<file path="src/rtl/fc_infer_ctrl.sv">
// fc_infer_ctrl: sequencer for the GRU output-layer 2x4 weighted-sum engine.
// Holds weights, issues one evaluation per hidden vector, queues class/margin.
module fc_infer_ctrl #(
  parameter int DEPTH   = 4,
  parameter int TIMEOUT = 64
) (
  input  logic         clk,
  input  logic         rst_n,
  input  logic         h_valid,
  output logic         h_ready,
  input  logic [63:0]  h_data,
  input  logic         cfg_we,
  input  logic [2:0]   cfg_addr,
  input  logic [15:0]  cfg_wdata,
  output logic         eng_en,
  output logic [127:0] eng_w,
  output logic [63:0]  eng_h,
  input  logic         eng_valid,
  input  logic [15:0]  eng_out1,
  input  logic [15:0]  eng_out2,
  output logic         res_valid,
  input  logic         res_ready,
  output logic         res_pred,
  output logic [15:0]  res_margin,
  output logic         busy,
  output logic         timeout_err,
  output logic         cfg_err,
  input  logic         err_clr,
  output logic [15:0]  sample_cnt
);
  localparam int AW = $clog2(DEPTH);
  localparam int TW = $clog2(TIMEOUT);

  typedef enum logic [1:0] {
    S_IDLE,
    S_ISSUE,
    S_WAIT,
    S_PUSH
  } state_t;

  state_t        r_state;
  state_t        w_next;
  logic [15:0]   r_w [8];
  logic [63:0]   r_h;
  logic [TW-1:0] r_tcnt;
  logic [15:0]   r_o1;
  logic [15:0]   r_o2;
  logic          r_fp [DEPTH];
  logic [15:0]   r_fm [DEPTH];
  logic [AW-1:0] r_wp;
  logic [AW-1:0] r_rp;
  logic [AW:0]   r_cnt;
  logic          r_to_err;
  logic          r_cfg_err;
  logic [15:0]   r_scnt;

  logic          w_accept;
  logic          w_tmo;
  logic          w_push;
  logic          w_pop;
  logic          w_pred;
  logic          w_cfg_ok;
  logic          w_cfg_bad;
  logic [16:0]   w_diff;
  logic [15:0]   w_margin;

  assign h_ready   = rst_n && (r_state == S_IDLE)
                     && (r_cnt < (AW+1)'(DEPTH));
  assign w_accept  = h_valid && h_ready;
  assign w_cfg_ok  = cfg_we && (r_state == S_IDLE);
  assign w_cfg_bad = cfg_we && (r_state != S_IDLE);
  assign w_tmo     = (r_state == S_WAIT) && !eng_valid
                     && (r_tcnt == TW'(TIMEOUT - 1));
  assign w_push    = (r_state == S_PUSH);
  assign w_pop     = res_valid && res_ready;

  // 17-bit difference cannot overflow; saturate back into Q2.14
  assign w_diff = {r_o1[15], r_o1} - {r_o2[15], r_o2};
  assign w_pred = ~w_diff[16] & (|w_diff);

  always_comb begin
    w_margin = w_diff[15:0];
    unique case (1'b1)
      (w_diff[16:15] == 2'b01): w_margin = 16'h7FFF;
      (w_diff[16:15] == 2'b10): w_margin = 16'h8000;
      default: ;
    endcase
  end

  always_comb begin
    w_next = r_state;
    eng_en = 1'b0;
    unique case (r_state)
      S_IDLE:  if (w_accept) w_next = S_ISSUE;
      S_ISSUE: begin
        eng_en = 1'b1;
        w_next = S_WAIT;
      end
      S_WAIT: begin
        if (eng_valid)  w_next = S_PUSH;
        else if (w_tmo) w_next = S_IDLE;
      end
      S_PUSH:  w_next = S_IDLE;
      default: w_next = S_IDLE;
    endcase
  end

  always_ff @(posedge clk or negedge rst_n) begin
    if (!rst_n) r_state <= S_IDLE;
    else        r_state <= w_next;
  end

  always_ff @(posedge clk or negedge rst_n) begin
    if (!rst_n) begin
      for (int i = 0; i < 8; i++) r_w[i] <= '0;
      r_h <= '0;
    end else begin
      if (w_cfg_ok) r_w[cfg_addr] <= cfg_wdata;
      if (w_accept) r_h <= h_data;
    end
  end

  always_ff @(posedge clk or negedge rst_n) begin
    if (!rst_n) begin
      r_tcnt <= '0;
      r_o1   <= '0;
      r_o2   <= '0;
    end else begin
      if (r_state == S_ISSUE) r_tcnt <= '0;
      else if (r_state == S_WAIT && !eng_valid)
        r_tcnt <= r_tcnt + TW'(1);
      if (r_state == S_WAIT && eng_valid) begin
        r_o1 <= eng_out1;
        r_o2 <= eng_out2;
      end
    end
  end

  // h_ready already blocks accepts when full, so a push always has room
  always_ff @(posedge clk or negedge rst_n) begin
    if (!rst_n) begin
      for (int i = 0; i < DEPTH; i++) begin
        r_fp[i] <= 1'b0;
        r_fm[i] <= '0;
      end
      r_wp  <= '0;
      r_rp  <= '0;
      r_cnt <= '0;
    end else begin
      if (w_push) begin
        r_fp[r_wp] <= w_pred;
        r_fm[r_wp] <= w_margin;
        r_wp       <= r_wp + AW'(1);
      end
      if (w_pop) r_rp <= r_rp + AW'(1);
      if (w_push && !w_pop)      r_cnt <= r_cnt + (AW+1)'(1);
      else if (!w_push && w_pop) r_cnt <= r_cnt - (AW+1)'(1);
    end
  end

  always_ff @(posedge clk or negedge rst_n) begin
    if (!rst_n) begin
      r_to_err  <= 1'b0;
      r_cfg_err <= 1'b0;
      r_scnt    <= '0;
    end else begin
      if (w_tmo)        r_to_err <= 1'b1;
      else if (err_clr) r_to_err <= 1'b0;
      if (w_cfg_bad)    r_cfg_err <= 1'b1;
      else if (err_clr) r_cfg_err <= 1'b0;
      if (w_push) r_scnt <= r_scnt + 16'd1;
    end
  end

  always_comb begin
    eng_w = '0;
    for (int i = 0; i < 8; i++) eng_w[16*i +: 16] = r_w[i];
  end

  assign eng_h       = r_h;
  assign res_valid   = (r_cnt != '0);
  assign res_pred    = res_valid & r_fp[r_rp];
  assign res_margin  = res_valid ? r_fm[r_rp] : 16'h0000;
  assign busy        = (r_state != S_IDLE);
  assign timeout_err = r_to_err;
  assign cfg_err     = r_cfg_err;
  assign sample_cnt  = r_scnt;

endmodule
</file>
<file path="config.mk">
export PLATFORM = sky130hd
export DESIGN_NAME = fc_infer_ctrl
export DESIGN_NICKNAME = d
export VERILOG_FILES = /design/src/rtl/fc_infer_ctrl.sv
export SDC_FILE = /design/constraint.sdc
export NUM_CORES = 1
export LEC_CHECK = 0
export CORE_MARGIN = 2
export CORE_UTILIZATION = 35
export DETAILED_ROUTE_END_ITERATION = 10
export HOLD_SLACK_MARGIN = 0.15
export MAX_ROUTING_LAYER = met4
export PLACE_DENSITY = 0.63
export REMOVE_ABC_BUFFERS = 1
export SYNTH_ARGS = -nofsm -noshare
export SYNTH_HDL_FRONTEND = slang
export SYNTH_SLANG_ARGS = --single-unit
</file>
<file path="constraint.sdc">
create_clock -name clk -period 3.3 [get_ports clk]
set_clock_uncertainty 0.2 [all_clocks]
set_input_delay 0.66 -clock clk [delete_from_list [all_inputs] [get_ports clk]]
set_output_delay 0.66 -clock clk [all_outputs]
set_load 0.05 [all_outputs]
</file>
# Word level (Yosys, flattened, before mapping)
# Cells that the tools add are included.
dict set report word_totals {
  ff_bits 325
  output_inout_bits 231
  word_cells 108
}
dict set report classes {
  n_addsub 7
  n_lt_le_gt_ge 6
  eq_ne 8
  n_mux 29
  n_bitwise 6
  reduce_logical 25
}
# op count
set op_table {}
lappend op_table {{bitwise mux 128 bit} 1}
lappend op_table {{2-to-1 mux 16 bit} 5}
lappend op_table {{bitwise mux 64 bit} 1}
lappend op_table {{demux 16 bit (select 3 bit)} 1}
lappend op_table {{binary-select mux 16 bit (select 2 bit)} 1}
lappend op_table {{demux 16 bit (select 2 bit)} 1}
lappend op_table {{one-hot mux 16 bit (2 select lines)} 1}
lappend op_table {{OR reduction 17 bit} 1}
lappend op_table {{subtractor 16 x 16 -> 17 bit} 1}
lappend op_table {{adder 16 x 1 -> 16 bit (second input constant)} 1}
lappend op_table {{logical AND 1 bit} 13}
lappend op_table {{2-to-1 mux 6 bit} 2}
lappend op_table {{nonzero test 2 bit} 5}
lappend op_table {{one-hot mux 2 bit (4 select lines)} 1}
lappend op_table {{2-to-1 mux 1 bit} 7}
lappend op_table {{adder 6 x 1 -> 6 bit (second input constant)} 1}
lappend op_table {{equality test 2 bit (second input constant)} 3}
lappend op_table {{equality test 6 bit (second input constant)} 1}
lappend op_table {{>= comparator 3 bit (second input constant)} 2}
lappend op_table {{2-to-1 mux 2 bit} 3}
lappend op_table {{2-to-1 mux 3 bit} 2}
lappend op_table {{inverter 2 -> 3 bit} 2}
lappend op_table {{adder 2 x 1 -> 2 bit (second input constant)} 2}
lappend op_table {{bitwise mux 4 bit} 1}
lappend op_table {{other kinds (18)} 22}

# Logic depth before layout (Yosys ltp)
dict set report logic_depth {
  depth_word 6
  ltp_mapped 15
}

# Worst setup path after synthesis
# No wires, ideal clock.
dict set report synth_path {
  kind {reg-to-reg}
  startpoint {register r_o1[12]}
  endpoint {register r_fm[10] in the netlist's numbering}
  setup_time_ns 0.083
  t_arrival_ns 3.140
  path_slack_ns -0.123
  path_stages_with_launch 13
  path_buffers 1
  period_less_slack_ns 3.423
  cell_sequence {dfrtp_1 -> ha_1 -> a21o_1 -> and2_1 -> or4_1 -> o221ai_1 -> xnor2_1 -> inv_1 -> ha_1 -> nor2b_1 -> clkbuf_1 -> nor2_1 -> o21ai_0}
}
dict set report synth_between {
  elab_chain_len 4
  word_cells_on_any_way 5
  classes_between {add/sub: 1; eq/ne: 2; mux: 2}
}
# element line_no
set synth_lines {}
lappend synth_lines {{start: declaration} 46} ;# logic [15:0] r_o1;
lappend synth_lines {{start signal: assignment} 133} ;# r_o1 <= eng_out1;
lappend synth_lines {{subtractor 16 x 16 -> 17 bit (*)} 78} ;# assign w_diff = {r_o1[15], r_o1} - {r_o2[15], r_o2};
lappend synth_lines {{equality test 2 bit / equality test 2 x 1 -> 1 bit (equally long branches)} {85, 84}}
lappend synth_lines {{one-hot mux 16 bit (2 select lines) (*)} 83} ;# unique case (1'b1)
lappend synth_lines {{bitwise mux 64 bit (*)} 152} ;# r_fm[r_wp] <= w_margin;
lappend synth_lines {{end signal: indexed assignment} 152}
lappend synth_lines {{end: declaration} 49} ;# logic [15:0] r_fm [DEPTH];
# Mark *: on every way between the ends. The rest lies on a longest branch, timed or not.
# A chain may end at the register's enable or synchronous reset.

# Final worst setup path
dict set report layout_path {
  startpoint {register r_o2[12]}
  endpoint {register r_fm[6] in the netlist's numbering}
}
dict set report layout_between {
  elab_chain_len 4
  word_cells_on_any_way 5
  classes_between {add/sub: 1; eq/ne: 2; mux: 2}
}
# element line_no
set layout_lines {}
lappend layout_lines {{start: declaration} 47} ;# logic [15:0] r_o2;
lappend layout_lines {{start signal: assignment} 134} ;# r_o2 <= eng_out2;
lappend layout_lines {{subtractor 16 x 16 -> 17 bit (*)} 78}
lappend layout_lines {{equality test 2 bit / equality test 2 x 1 -> 1 bit (equally long branches)} {85, 84}}
lappend layout_lines {{one-hot mux 16 bit (2 select lines) (*)} 83}
lappend layout_lines {{bitwise mux 64 bit (*)} 152}
# Marked as above.

==> flow_summary.ini <==
[clock_tree]
cts_sinks = 325
path_clk_slew_ns = 0.06
cts_buffers = 37
clock_path_buffers = 3
clk_latency_ns = 0.53
root_buffer = clkbuf_16
htree_levels = 2
cts_tree = yes

[synth]
synth_flop_cell = dfrtp_1
synthTopCellsByCount = 325 x dfrtp_1, 226 x mux2_2, 93 x nand2_1
yosysMostFrequentCell = dfrtp_1
synthTopCellsByArea = dfrtp_1 59%, mux2_2 18%, mux4_2 2.8%
synth-edff-count = 0
synth_top_cell_area_share = 0.586
netlist_instances = 1055
synth_top_area_cell = dfrtp_1
synth_cell_types = 55
synth_seq_cells = 325
async_reset_ff_frac = 1.00
yosysWarnings = 0
synth_area_per_cell_sq_um = 13.2
syn_area_sq_mm = 0.0139
ys_seq_area_frac = 0.586

[floorplanning]
num_io_pins = 353
die_h_um = 203
die_area_sq_mm = 0.0413
die_w_um = 203
start_util = 0.357
num_rows = 72
core_area_sq_mm = 0.0389

[setup_path]
r2r_cells = 13
worst-endpoint-required_ns = 3.55
endpoint_kind = flop
r2r_setup_slack_ns = 0.03
timing.rr.start = r_o2[12]$_DFFE_PN0P_
cp_max_fo = 5
crit_path_start_kind = flop
criticalPathCategory = reg -> reg
cp.arrival_ns = 3.52
reg2reg_to = r_fm[6]$_DFFE_PN0P_

[global_routing]
overflow = 0
grt_pass1_vias = 10300
grt_pass1_wl_mm = 58.7
antenna_found_initial = 2
grt_usage = 0.187
grt_max_degree = 144

[timing]
hold_viol = 0
setup_viol = 0
slew_headroom = 0.378
fmax_ghz = 0.306
min_period_ns = 3.27
tightest_slew_ns = 0.932
rsz0062_at_grt = true
slew_viol_final = 0
finalCritPeriodShare = 0.992

[placement]
dp.final_hpwl_mm = 26.8
placed_cell_area_sq_mm = 0.0184
place_congestion = 0.829
io_buffers = 352

[detailed_routing]
wl_per_cell_um = 18.5
drc = 0
wl_mm = 37.5
vias = 9804
drtIter0Drc = 426
drtAntennaViolNets = 0
first_pass_iters = 6
avgViaCountPerCell = 4.83

[flow_run]
maxCapViolations = 0

[min_path]
hold_end = sample_cnt[15]$_DFFE_PN0P_
min_path_type = reg -> reg
hold_path_depth = 1
min_from = sample_cnt[15]$_DFFE_PN0P_

[cells_and_area]
final_cell_area_sq_mm = 0.0200
multi_input_area_sq_mm = 0.00568
drive_gt1_frac = 0.285
fin_nets = 1631
fillers = 3439
seq_area_sq_mm = 0.00813
synthToLayoutAreaGrowth_pct = 43.8

[outcome]
status = complete, no violations
-- metrics by stage --
step	hold slack (ns)	util	std cells	setup TNS, ns	setup WS (ns)
4_1_cts	0.275	0.507	2025	0	0.00244
3_3_place_gp	0.256	0.474	1954	-29.14	-0.576
3_5_place_dp	0.265	0.474	1954	-34.13	-0.697
6_report	0.271	0.513	2030	0	0.0272
2_1_floorplan	0.164	-	1011	-101.74	-1.33
5_1_grt	0.283	0.513	2030	-2.12	-0.128
-- routing by layer --
| layer | GRT usage | vias up | wire length, um |
|---|---|---|---|
| met2 | 0.304 | 241 | 18500 |
| li1 | - | 4606 | - |
| met5 | - | - | 0 |
| met4 | 0.0774 | 0 | 1400 |
| met3 | 0.0332 | 61 | 1690 |
| met1 | 0.232 | 4896 | 16000 |
-- layout by cell type, fill, tap and decap left out, types with 18 or more instances in the layout --
cell	count
mux2_2	226
inv_1	30
nand2_1	91
a21oi_1	18
o21ai_0	59
dfrtp_1	325
ha_1	23
clkdlybuf4s50_1	333
clkbuf_16	38
and2_1	21
buf_4	90
-- critical path, cell delays in order (launching register included) --
cell        delay, ns
dfrtp_1          0.33
inv_1            0.04
ha_1             0.30
a21o_1           0.20
and2_4           0.14
or4_4            0.55
o221ai_4         0.20
xnor2_2          0.15
inv_2            0.07
ha_4             0.28
buf_6            0.11
clkinvlp_4       0.12
o31a_1           0.36
o21ai_1          0.13
-- logic make-up after synthesis --
logic type / Yosys count / share of synthesized area
buf+inv: 76 / 0.0213
mux: 244 / 0.212
xor+xnor: 28 / 0.0177
simple gates: 207 / 0.0728
compound gates: 148 / 0.0652
flops: 325 / 0.586
fa+ha+maj: 27 / 0.0254
-- layout make-up --
cell class | count | area share
Sequential cell | 325 | 0.408
Multi-Input combinational cell | 654 | 0.285
Timing Repair Buffer | 432 | 0.209
Clock buffer | 60 | 0.0563
Tap cell | 518 | 0.0325
Inverter | 32 | 0.00621
Clock inverter | 7 | 0.00339
Antenna cell | 2 | 0.000251
-- registers in the layout, indices dropped and copies added, names as in the netlist --
register / flops
timeout_err: 1
r_fm: 64
eng_h: 64
eng_w: 128
r_wp: 2
r_state: 2
r_rp: 2
cfg_err: 1
r_cnt: 3
r_fp: 4
r_tcnt: 6
r_o2: 16
sample_cnt: 16
r_o1: 16
-- how the worst max path moves through the flow --
stage	to	slack, ns	depth (start not counted)	start
finish	r_fm[6]$_DFFE_PN0P_	0.03	13	r_o2[12]$_DFFE_PN0P_
global route	r_fm[55]$_DFFE_PN0P_	-0.13	14	r_o2[12]$_DFFE_PN0P_
CTS	r_fm[22]$_DFFE_PN0P_	0.002	14	r_o1[0]$_DFFE_PN0P_
detailed placement	r_fm[27]$_DFFE_PN0P_	-0.70	13	r_o1[0]$_DFFE_PN0P_
global placement	r_fm[27]$_DFFE_PN0P_	-0.58	13	r_o1[0]$_DFFE_PN0P_
floorplan	eng_h[0]$_DFFE_PN0P_	-1.33	5	r_state[0]$_DFFE_PN0P_
-- timing repair --
action | 4_1_cts | 5_1_grt
setup endpoints to repair | 64 | 64
pin swaps | 4 | 20
hold buffers | 1 | 0
buffers inserted | 3 | 3
endpoints found under the hold margin | 47 | 0
gates cloned | 0 | 1
gates resized for setup | 17 | 40
Power is not shown: default switching activity piles up to over one toggle a cycle in this logic, so the estimate is an artifact.
